## src/rtl/mips_pkg.sv

```systemverilog
// Shared register-file widths and the write-back queue entry type.
package mips_pkg;

  localparam int unsigned REG_ADDR_W = 5;
  localparam int unsigned DATA_W     = 32;
  localparam logic [REG_ADDR_W-1:0] ZERO_REG = REG_ADDR_W'(0);

  typedef struct packed {
    logic [REG_ADDR_W-1:0] addr;
    logic [DATA_W-1:0]     data;
  } wb_entry_t;

endpackage

```

## src/rtl/wb_fifo.sv

```systemverilog
// In-order write-back queue: two pushes (push0 older) and one pop per cycle.
// With WB_BYPASS_EN defined, all entries are also exposed oldest-first for bypass search.
module wb_fifo
  import mips_pkg::*;
#(
  parameter  int unsigned DEPTH = 4,
  localparam int unsigned CNT_W = $clog2(DEPTH) + 1
) (
  input  logic             clk,
  input  logic             rst,
  input  logic             push0,
  input  wb_entry_t        push0_ent,
  input  logic             push1,
  input  wb_entry_t        push1_ent,
  input  logic             pop,
  output wb_entry_t        head_c,
`ifdef WB_BYPASS_EN
  output wb_entry_t        age_ent_c [DEPTH],
  output logic [DEPTH-1:0] age_vld_c,
`endif
  output logic [CNT_W-1:0] count_q
);

  localparam int unsigned PTR_W = $clog2(DEPTH);

  wb_entry_t        mem_q [DEPTH];
  wb_entry_t        mem_d [DEPTH];
  logic [PTR_W-1:0] rd_ptr_q, rd_ptr_d;
  logic [PTR_W-1:0] wr_ptr_q, wr_ptr_d;
  logic [PTR_W-1:0] wr_ptr1_c;
  logic [CNT_W-1:0] count_d;

  // push1 lands behind push0 when both are present; pointers wrap naturally
  always_comb begin
    mem_d     = mem_q;
    wr_ptr1_c = push0 ? wr_ptr_q + PTR_W'(1) : wr_ptr_q;
    if (push0) mem_d[wr_ptr_q]  = push0_ent;
    if (push1) mem_d[wr_ptr1_c] = push1_ent;
    wr_ptr_d = wr_ptr_q + PTR_W'(push0) + PTR_W'(push1);
    rd_ptr_d = rd_ptr_q + PTR_W'(pop);
    count_d  = count_q + CNT_W'(push0) + CNT_W'(push1) - CNT_W'(pop);
  end

  always_ff @(posedge clk or posedge rst) begin
    if (rst) begin
      for (int i = 0; i < DEPTH; i++) mem_q[i] <= '0;
      rd_ptr_q <= '0;
      wr_ptr_q <= '0;
      count_q  <= '0;
    end else begin
      mem_q    <= mem_d;
      rd_ptr_q <= rd_ptr_d;
      wr_ptr_q <= wr_ptr_d;
      count_q  <= count_d;
    end
  end

  assign head_c = mem_q[rd_ptr_q];

`ifdef WB_BYPASS_EN
  always_comb begin
    for (int i = 0; i < DEPTH; i++) begin
      age_ent_c[i] = mem_q[rd_ptr_q + PTR_W'(i)];
      age_vld_c[i] = CNT_W'(i) < count_q;
    end
  end
`endif

endmodule

```

## src/rtl/writeback_arbiter.sv

```systemverilog
// Merges ALU and load results into the single register-file write port.
// Define WB_BYPASS_EN to enable the pending-write bypass lookup.
module writeback_arbiter #(
  parameter int unsigned DEPTH  = 4,
  parameter int unsigned DATA_W = 32,
  parameter int unsigned ADDR_W = 5
) (
  input  logic                     clk,
  input  logic                     rst,
  input  logic                     memValid,
  input  logic [ADDR_W-1:0]        memReg,
  input  logic [DATA_W-1:0]        memData,
  output logic                     memReady,
  input  logic                     aluValid,
  input  logic [ADDR_W-1:0]        aluReg,
  input  logic [DATA_W-1:0]        aluData,
  output logic                     aluReady,
  output logic                     regWrite,
  output logic [ADDR_W-1:0]        writeReg,
  output logic [DATA_W-1:0]        writeData,
  input  logic [ADDR_W-1:0]        readReg1,
  input  logic [ADDR_W-1:0]        readReg2,
  output logic                     fwdHit1,
  output logic [DATA_W-1:0]        fwdData1,
  output logic                     fwdHit2,
  output logic [DATA_W-1:0]        fwdData2,
  output logic [$clog2(DEPTH):0]   count
);

  import mips_pkg::*;

  localparam int unsigned CNT_W = $clog2(DEPTH) + 1;

  logic [CNT_W-1:0]  occ;
  logic [CNT_W-1:0]  free_c;
  logic              mem_nz_c, alu_nz_c;
  logic              mem_ready_c, alu_ready_c;
  logic              push0_c, push1_c, pop_c;
  wb_entry_t         mem_ent_c, alu_ent_c, head_c;
  logic              reg_write_q, reg_write_d;
  logic [ADDR_W-1:0] write_reg_q, write_reg_d;
  logic [DATA_W-1:0] write_data_q, write_data_d;

  // Ready depends on occupancy only; zero-register results are always taken and dropped
  always_comb begin
    mem_nz_c       = memValid && (memReg != ZERO_REG);
    alu_nz_c       = aluValid && (aluReg != ZERO_REG);
    free_c         = CNT_W'(DEPTH) - occ;
    mem_ready_c    = (free_c >= CNT_W'(1)) || (memValid && (memReg == ZERO_REG));
    alu_ready_c    = (free_c >= CNT_W'(1) + CNT_W'(mem_nz_c)) ||
                     (aluValid && (aluReg == ZERO_REG));
    push0_c        = mem_nz_c && mem_ready_c;
    push1_c        = alu_nz_c && alu_ready_c;
    pop_c          = occ != '0;
    mem_ent_c.addr = memReg;
    mem_ent_c.data = memData;
    alu_ent_c.addr = aluReg;
    alu_ent_c.data = aluData;
  end

`ifdef WB_BYPASS_EN
  wb_entry_t        age_ent_c [DEPTH];
  logic [DEPTH-1:0] age_vld_c;
`endif

  wb_fifo #(.DEPTH(DEPTH)) u_fifo (
    .clk       (clk),
    .rst       (rst),
    .push0     (push0_c),
    .push0_ent (mem_ent_c),
    .push1     (push1_c),
    .push1_ent (alu_ent_c),
    .pop       (pop_c),
    .head_c    (head_c),
`ifdef WB_BYPASS_EN
    .age_ent_c (age_ent_c),
    .age_vld_c (age_vld_c),
`endif
    .count_q   (occ)
  );

  always_comb begin
    reg_write_d  = pop_c;
    write_reg_d  = write_reg_q;
    write_data_d = write_data_q;
    if (pop_c) begin
      write_reg_d  = head_c.addr;
      write_data_d = head_c.data;
    end
  end

  always_ff @(posedge clk or posedge rst) begin
    if (rst) begin
      reg_write_q  <= 1'b0;
      write_reg_q  <= '0;
      write_data_q <= '0;
    end else begin
      reg_write_q  <= reg_write_d;
      write_reg_q  <= write_reg_d;
      write_data_q <= write_data_d;
    end
  end

`ifdef WB_BYPASS_EN
  // Scan oldest (output register) to newest (queue tail) so the last match wins
  always_comb begin
    fwdHit1  = 1'b0;
    fwdData1 = '0;
    fwdHit2  = 1'b0;
    fwdData2 = '0;
    if (reg_write_q && (readReg1 != ZERO_REG) && (write_reg_q == readReg1)) begin
      fwdHit1  = 1'b1;
      fwdData1 = write_data_q;
    end
    if (reg_write_q && (readReg2 != ZERO_REG) && (write_reg_q == readReg2)) begin
      fwdHit2  = 1'b1;
      fwdData2 = write_data_q;
    end
    for (int i = 0; i < DEPTH; i++) begin
      if (age_vld_c[i] && (readReg1 != ZERO_REG) && (age_ent_c[i].addr == readReg1)) begin
        fwdHit1  = 1'b1;
        fwdData1 = age_ent_c[i].data;
      end
      if (age_vld_c[i] && (readReg2 != ZERO_REG) && (age_ent_c[i].addr == readReg2)) begin
        fwdHit2  = 1'b1;
        fwdData2 = age_ent_c[i].data;
      end
    end
  end
`else
  logic unused_read_c;
  assign unused_read_c = ^{readReg1, readReg2};
  assign fwdHit1  = 1'b0;
  assign fwdData1 = '0;
  assign fwdHit2  = 1'b0;
  assign fwdData2 = '0;
`endif

  assign memReady  = mem_ready_c;
  assign aluReady  = alu_ready_c;
  assign regWrite  = reg_write_q;
  assign writeReg  = write_reg_q;
  assign writeData = write_data_q;
  assign count     = occ;

endmodule

```

## config.mk

```make
export PLATFORM = sky130hd
export DESIGN_NAME = writeback_arbiter
export DESIGN_NICKNAME = d
export VERILOG_FILES = /design/src/rtl/mips_pkg.sv /design/src/rtl/wb_fifo.sv /design/src/rtl/writeback_arbiter.sv
export SDC_FILE = /design/constraint.sdc
export NUM_CORES = 1
export LEC_CHECK = 0
export CORE_ASPECT_RATIO = 1.75
export CORE_MARGIN = 10
export CORE_UTILIZATION = 57
export DETAILED_ROUTE_END_ITERATION = 8
export GPL_TIMING_DRIVEN = 0
export PLACE_DENSITY = 0.86
export SKIP_CTS_REPAIR_TIMING = 1
export SYNTH_ARGS = -nofsm -noshare
export SYNTH_HDL_FRONTEND = slang
export SYNTH_HIERARCHICAL = 1
export SYNTH_SLANG_ARGS = --single-unit
export TNS_END_PERCENT = 30
```

## constraint.sdc

```tcl
create_clock -name clk -period 10.3 [get_ports clk]
set_input_delay 1.03 -clock clk [delete_from_list [all_inputs] [get_ports clk]]
set_output_delay 1.03 -clock clk [all_outputs]
set_load 0.02 [all_outputs]
```

Yosys cells after proc, flatten, opt, wreduce, memory -nomap -nowiden
Cells that the tools add are included.

Mux-type cells: 12. Reductions and logical operators: 15. Magnitude comparators: 7. Add/sub/neg operators: 9. Bitwise logic cells: 3.

Operator list (number): $bwmux 148 (2); $mux 148 (2); $demux 37 s2 (2); $mux 37 (4); $bmux 37 s2 (1); $logic_not 5->1 (2); $reduce_bool 5->1 (2); $ge 3x3->1 const B (3); $not 2->3 (3); $logic_and 1x1->1 (8); $add 2x1->2 (3); $add 3x1->3 (2); $lt 3x1->1 const B (2); $ge 3x1->1 const B (1); $ge 3x2->1 (1); $reduce_bool 3->1 (1); $sub 3x1->3 (1); $sub 3x3->3 const A (1); $add 1x1->2 const A (1); $add 2x1->2 const B (1); $logic_or 1x1->1 (2); $mux 2 (1).

Output and inout bits: 109. Word-level logic and storage cells: 60. Input port bits: 88. Flip-flop bits (word level): 193.

Logic depth before layout (Yosys ltp)
Word-level depth: 12. Depth in mapped cells: 12. Mapped depth without buffers: 12.

By module
Netlist, hierarchy kept.

By module, submodules not included: wb_fifo (area an instance 8672.1 sq um, cells an instance 558, times used 1); writeback_arbiter (area an instance 2087.0 sq um, cells an instance 169, times used 1).

Worst setup path after synthesis
OpenSTA, ideal clock, no wires.

Path type: input to register. Start: input port memReg[0]. End: register u_fifo.count_q[2]. Slack: 6.589 ns. Data required time: 10.177 ns. Path buffers: 0. Library setup time: 0.123 ns. Stages: 12. Arrival: 3.589 ns. Path through: or4_4 > o21ai_4 > ha_1 > nand2b_1 > a21oi_1 > nor3b_1 > inv_1 > ha_1 > inv_1 > fa_1 > fa_1 > xnor2_1.

Word-level cells in the longest chain between the ends: 8. Elaborated cells between the ends (all ways): 13. Those cells by class: 4 x add/sub; 1 x order compare; 8 x reduce/logical.

Ends and longest elaborated chain: start: declaration (line writeback_arbiter.sv:11) `input logic [ADDR_W-1:0] memReg,`; $reduce_bool 5->1 (line writeback_arbiter.sv:46) `mem_nz_c = memValid && (memReg != ZERO_REG);`; $logic_and 1x1->1 (line writeback_arbiter.sv:46); $add 1x1->2 (line writeback_arbiter.sv:50) `alu_ready_c = (free_c >= CNT_W'(1) + CNT_W'(mem_nz_c)) ||`; $ge 3x2->1 (line writeback_arbiter.sv:50); $logic_or 1x1->1 (line writeback_arbiter.sv:50); $logic_and 1x1->1 (line writeback_arbiter.sv:53) `push1_c = alu_nz_c && alu_ready_c;`; via push1_c (line writeback_arbiter.sv:38) `logic push0_c, push1_c, pop_c;`; $add 3x1->3 (line wb_fifo.sv:41) `count_d = count_q + CNT_W'(push0) + CNT_W'(push1) - CNT_W'(pop);`; $sub 3x1->3 (line wb_fifo.sv:41); via u_fifo.count_d[2] (line wb_fifo.sv:31) `logic [CNT_W-1:0] count_d;`; end signal: assignment (line wb_fifo.sv:54) `count_q <= count_d;`; end: declaration (line wb_fifo.sv:21) `output logic [CNT_W-1:0] count_q`.

The timed path passes the listed nets, and every way through them passes these cells. A chain may end at the register's enable or synchronous reset.

Worst setup path in the final report
Start: input port memReg[3]. End: output port aluReady.

Word-level cells in the longest chain between the ends: 5.

Ends and longest elaborated chain: $reduce_bool 5->1 (line writeback_arbiter.sv:46); $logic_and 1x1->1 (line writeback_arbiter.sv:46); $add 1x1->2 (line writeback_arbiter.sv:50); $ge 3x2->1 (line writeback_arbiter.sv:50); $logic_or 1x1->1 (line writeback_arbiter.sv:50); end: declaration (line writeback_arbiter.sv:17) `output logic aluReady,`.

Every way passes these cells.

==> impl_metrics.csv <==
group,metric,value,unit
synthesis,async_flop_share,1.00,
min_path,worstHoldPathCells,1,
sta,slew_headroom,0.478,
sta,worstMarginPinSlew,0.783,ns
synthesis,synth_compound_area_frac,0.0131,
synthesis,ys_warn_count,6,
finish,drive_gt1_frac,0.517,
place,gp_congestion,0.785,
run_status,status,"finished, final reports clean",
setup_path,required,9.27,ns
place,post-place-cells,1152,
sta,slew_violations,0,
min_path,hold_class,"flip-flop to flip-flop",
detailed_routing,wl_met1,9.22,mm
place,portBuffers,120,
clock_network,cts_tree,"done",
grt,grt_pass1_vias,7233,
detailed_routing,met3_length,1.58,mm
detailed_routing,drt_pass1_iterations,4,
grt,grt_pass1_wl,39.9,mm
power_and_ir_drop,leakagePower,5.74,nW
detailed_routing,via_per_inst,5.48,
power_and_ir_drop,powerDensity,327,nW/µm²
floorplanning,coreArea,18600,µm²
floorplanning,die_area,25000,µm²
setup_path,reg2regPathDepth,11,
grt,grt_util_all_layers,0.208,
setup_path,critPathMaxFanout,5,
detailed_routing,drt_iter0_drc,286,
detailed_routing,wl_per_cell,21.7,µm
floorplanning,io-pin-count,197,
synthesis,avgSynthCellArea,14.8,µm²
detailed_routing,drtAntennaViolNets,0,
floorplanning,rows,66,
detailed_routing,vias,6493,
detailed_routing,drc,0,
clock_network,cts_inserted_buffers,17,
synthesis,synth_top_family_by_area,"multiplexers",
grt,antenna_found_initial,0,
sta,setup-tns-final,0,ns
synthesis,synth_xor_area_frac,0.00326,
finish,final_cell_mix,"mux2_2 (296), dfrtp_1 (193), clkdlybuf4s50_1 (120), buf_4 (70), conb_1 (66)",
setup_path,cp.arrival,3.70,ns
power_and_ir_drop,max-vdd-ir-drop,0.170,mV
synthesis,ys_ff_latch,193,
sta,setup_viol,0,
grt,overflow,0,
floorplanning,initial_core_util,0.579,
setup_path,cp-end-kind,"output pin",
sta,finalCritPeriodShare,0.459,
floorplanning,die_w,124,µm
sta,skew,0.0141,ns
clock_network,cts.sinks,193,
synthesis,syn-cell-area,10800,µm²
sta,fmax,212,MHz
grt,grt_max_degree,100,
finish,antenna_cells,0,
sta,rsz0062_at_grt,"false",
synthesis,yosysUniqueCellTypes,31,
setup_path,crit_type,"primary input to output pin",
clock_network,clk_pin_slew_worst_paths,0.07,ns
finish,final_cell_count_no_fill,1184,
floorplanning,die_height,202,µm
setup_path,crit_path_start_kind,"primary input",
sta,period_minus_slack,4.73,ns
synthesis,synth-edff-count,0,
synthesis,synthCells,727,
place,dp_hpwl,18.2,mm
detailed_routing,met2_length,14.5,mm
finish,fin_nets,1035,
synthesis,ys_seq_area_frac,0.449,
detailed_routing,dr.max_layer_used,"met4",
finish,syn_to_final_growth,22.3,%
clock_network,cts_buffer_depth,2,
synthesis,synthSimpleGateAreaFrac,0.0116,
job,maxCapViolations,0,
clock_network,cts_max_level,4,
synthesis,synthMuxAreaShare,0.426,
synthesis,ys.flop_type,"dfrtp_1",
finish,final_common_cell,"mux2_2",
sta,hold_viol,0,
detailed_routing,wirelength,25.6,mm
clock_network,clock_latency,0.44,ns
synthesis,synth-adder-area-share,0.0184,
clock_network,cts-root-buf,"clkbuf_16",
-- registers in the layout, indices dropped and copies added, names as in the netlist --
register	cells
regWrite	1
u_fifo/count_q	3
u_fifo/mem_q	148
u_fifo/rd_ptr_q	2
u_fifo/wr_ptr_q	2
writeData	32
writeReg	5
-- kinds of logic after synthesis --
group | count (synthesis)
muxes | 370
DFF | 193
buffers and inverters | 120
and+or+nand+nor | 17
adders and majority gates | 14
AOI/OAI and AO/OA | 8
xor gates and xnor gates | 4
other | 1
-- per-layer routing --
metal,vias up,global-route usage
met5,-,0
met4,0,0.0593
met3,17,0.0392
met2,168,0.396
met1,3373,0.219
li1,2935,-
-- through the flow --
step                      area (µm²)  power (W)  hold WS (ns)   util  worst slack (ns)
final                          13200    0.00431         0.491  0.708              5.57
after global routing           13200    0.00455         0.511  0.708              5.47
after global placement         12500    0.00355         0.470  0.673              2.75
after detailed placement       12600    0.00365         0.477  0.676              5.57
after CTS                      13200    0.00433         0.494  0.708              5.57
after floorplan                11000    0.00304         0.461      -              5.09
-- path summary, 6_finish.rpt --
check	from	end	slack (ns)
worst min-delay path	u_fifo/rd_ptr_q[0]$_DFF_PP0_	u_fifo/rd_ptr_q[0]$_DFF_PP0_	0.49
min in group asynchronous	rst	u_fifo/mem_q[112]$_DFF_PP0_	1.07
worst max register to register	u_fifo/count_q[0]$_DFF_PP0_	u_fifo/count_q[2]$_DFF_PP0_	7.09
worst max-delay path	memReg[3]	aluReady	5.57
max in group asynchronous	rst	u_fifo/mem_q[134]$_DFF_PP0_	8.38
worst min register to register	u_fifo/rd_ptr_q[0]$_DFF_PP0_	u_fifo/rd_ptr_q[0]$_DFF_PP0_	0.49
-- worst max-delay path, cell delays in order --
cell	delay (ns)
clkdlybuf4s50_1	0.54
or4_4	0.59
o21ai_4	0.18
ha_1	0.25
nand2b_1	0.14
a21oi_1	0.20
a21bo_1	0.23
clkdlybuf4s50_1	0.53
-- cells in the mapped netlist, types with 3 or more instances --
master / number / share of area
mux2_1: 37 / 0.039
inv_1: 15 / 0.0052
buf_4: 70 / 0.049
fa_1: 3 / 0.0056
ha_1: 11 / 0.013
dfrtp_1: 193 / 0.45
buf_6: 14 / 0.015
buf_2: 20 / 0.0093
nand2_2: 4 / 0.0023
mux4_2: 37 / 0.077
mux2_2: 296 / 0.31
-- cell type report --
cell class / count / area, µm²
Clock inverter: 15 / 174
Buffer: 105 / 787
Sequential cell: 193 / 4830
Fill cell: 1286 / 5420
Multi-Input combinational cell: 479 / 5330
Timing Repair Buffer: 122 / 1250
Clock buffer: 17 / 425
Inverter: 15 / 63.8
Tap cell: 238 / 298
-- report_power, final --
part	leakage, nW	total (W)	switching (W)	internal, W
logic	3.19	0.00226	0.000925	0.00133
clock network	0.287	0.000669	0.000322	0.000347
registers	2.27	0.00138	0.000206	0.00117
total	5.74	0.00431	0.00145	0.00285
No activity file was read; power rests on OpenSTA's default activity.
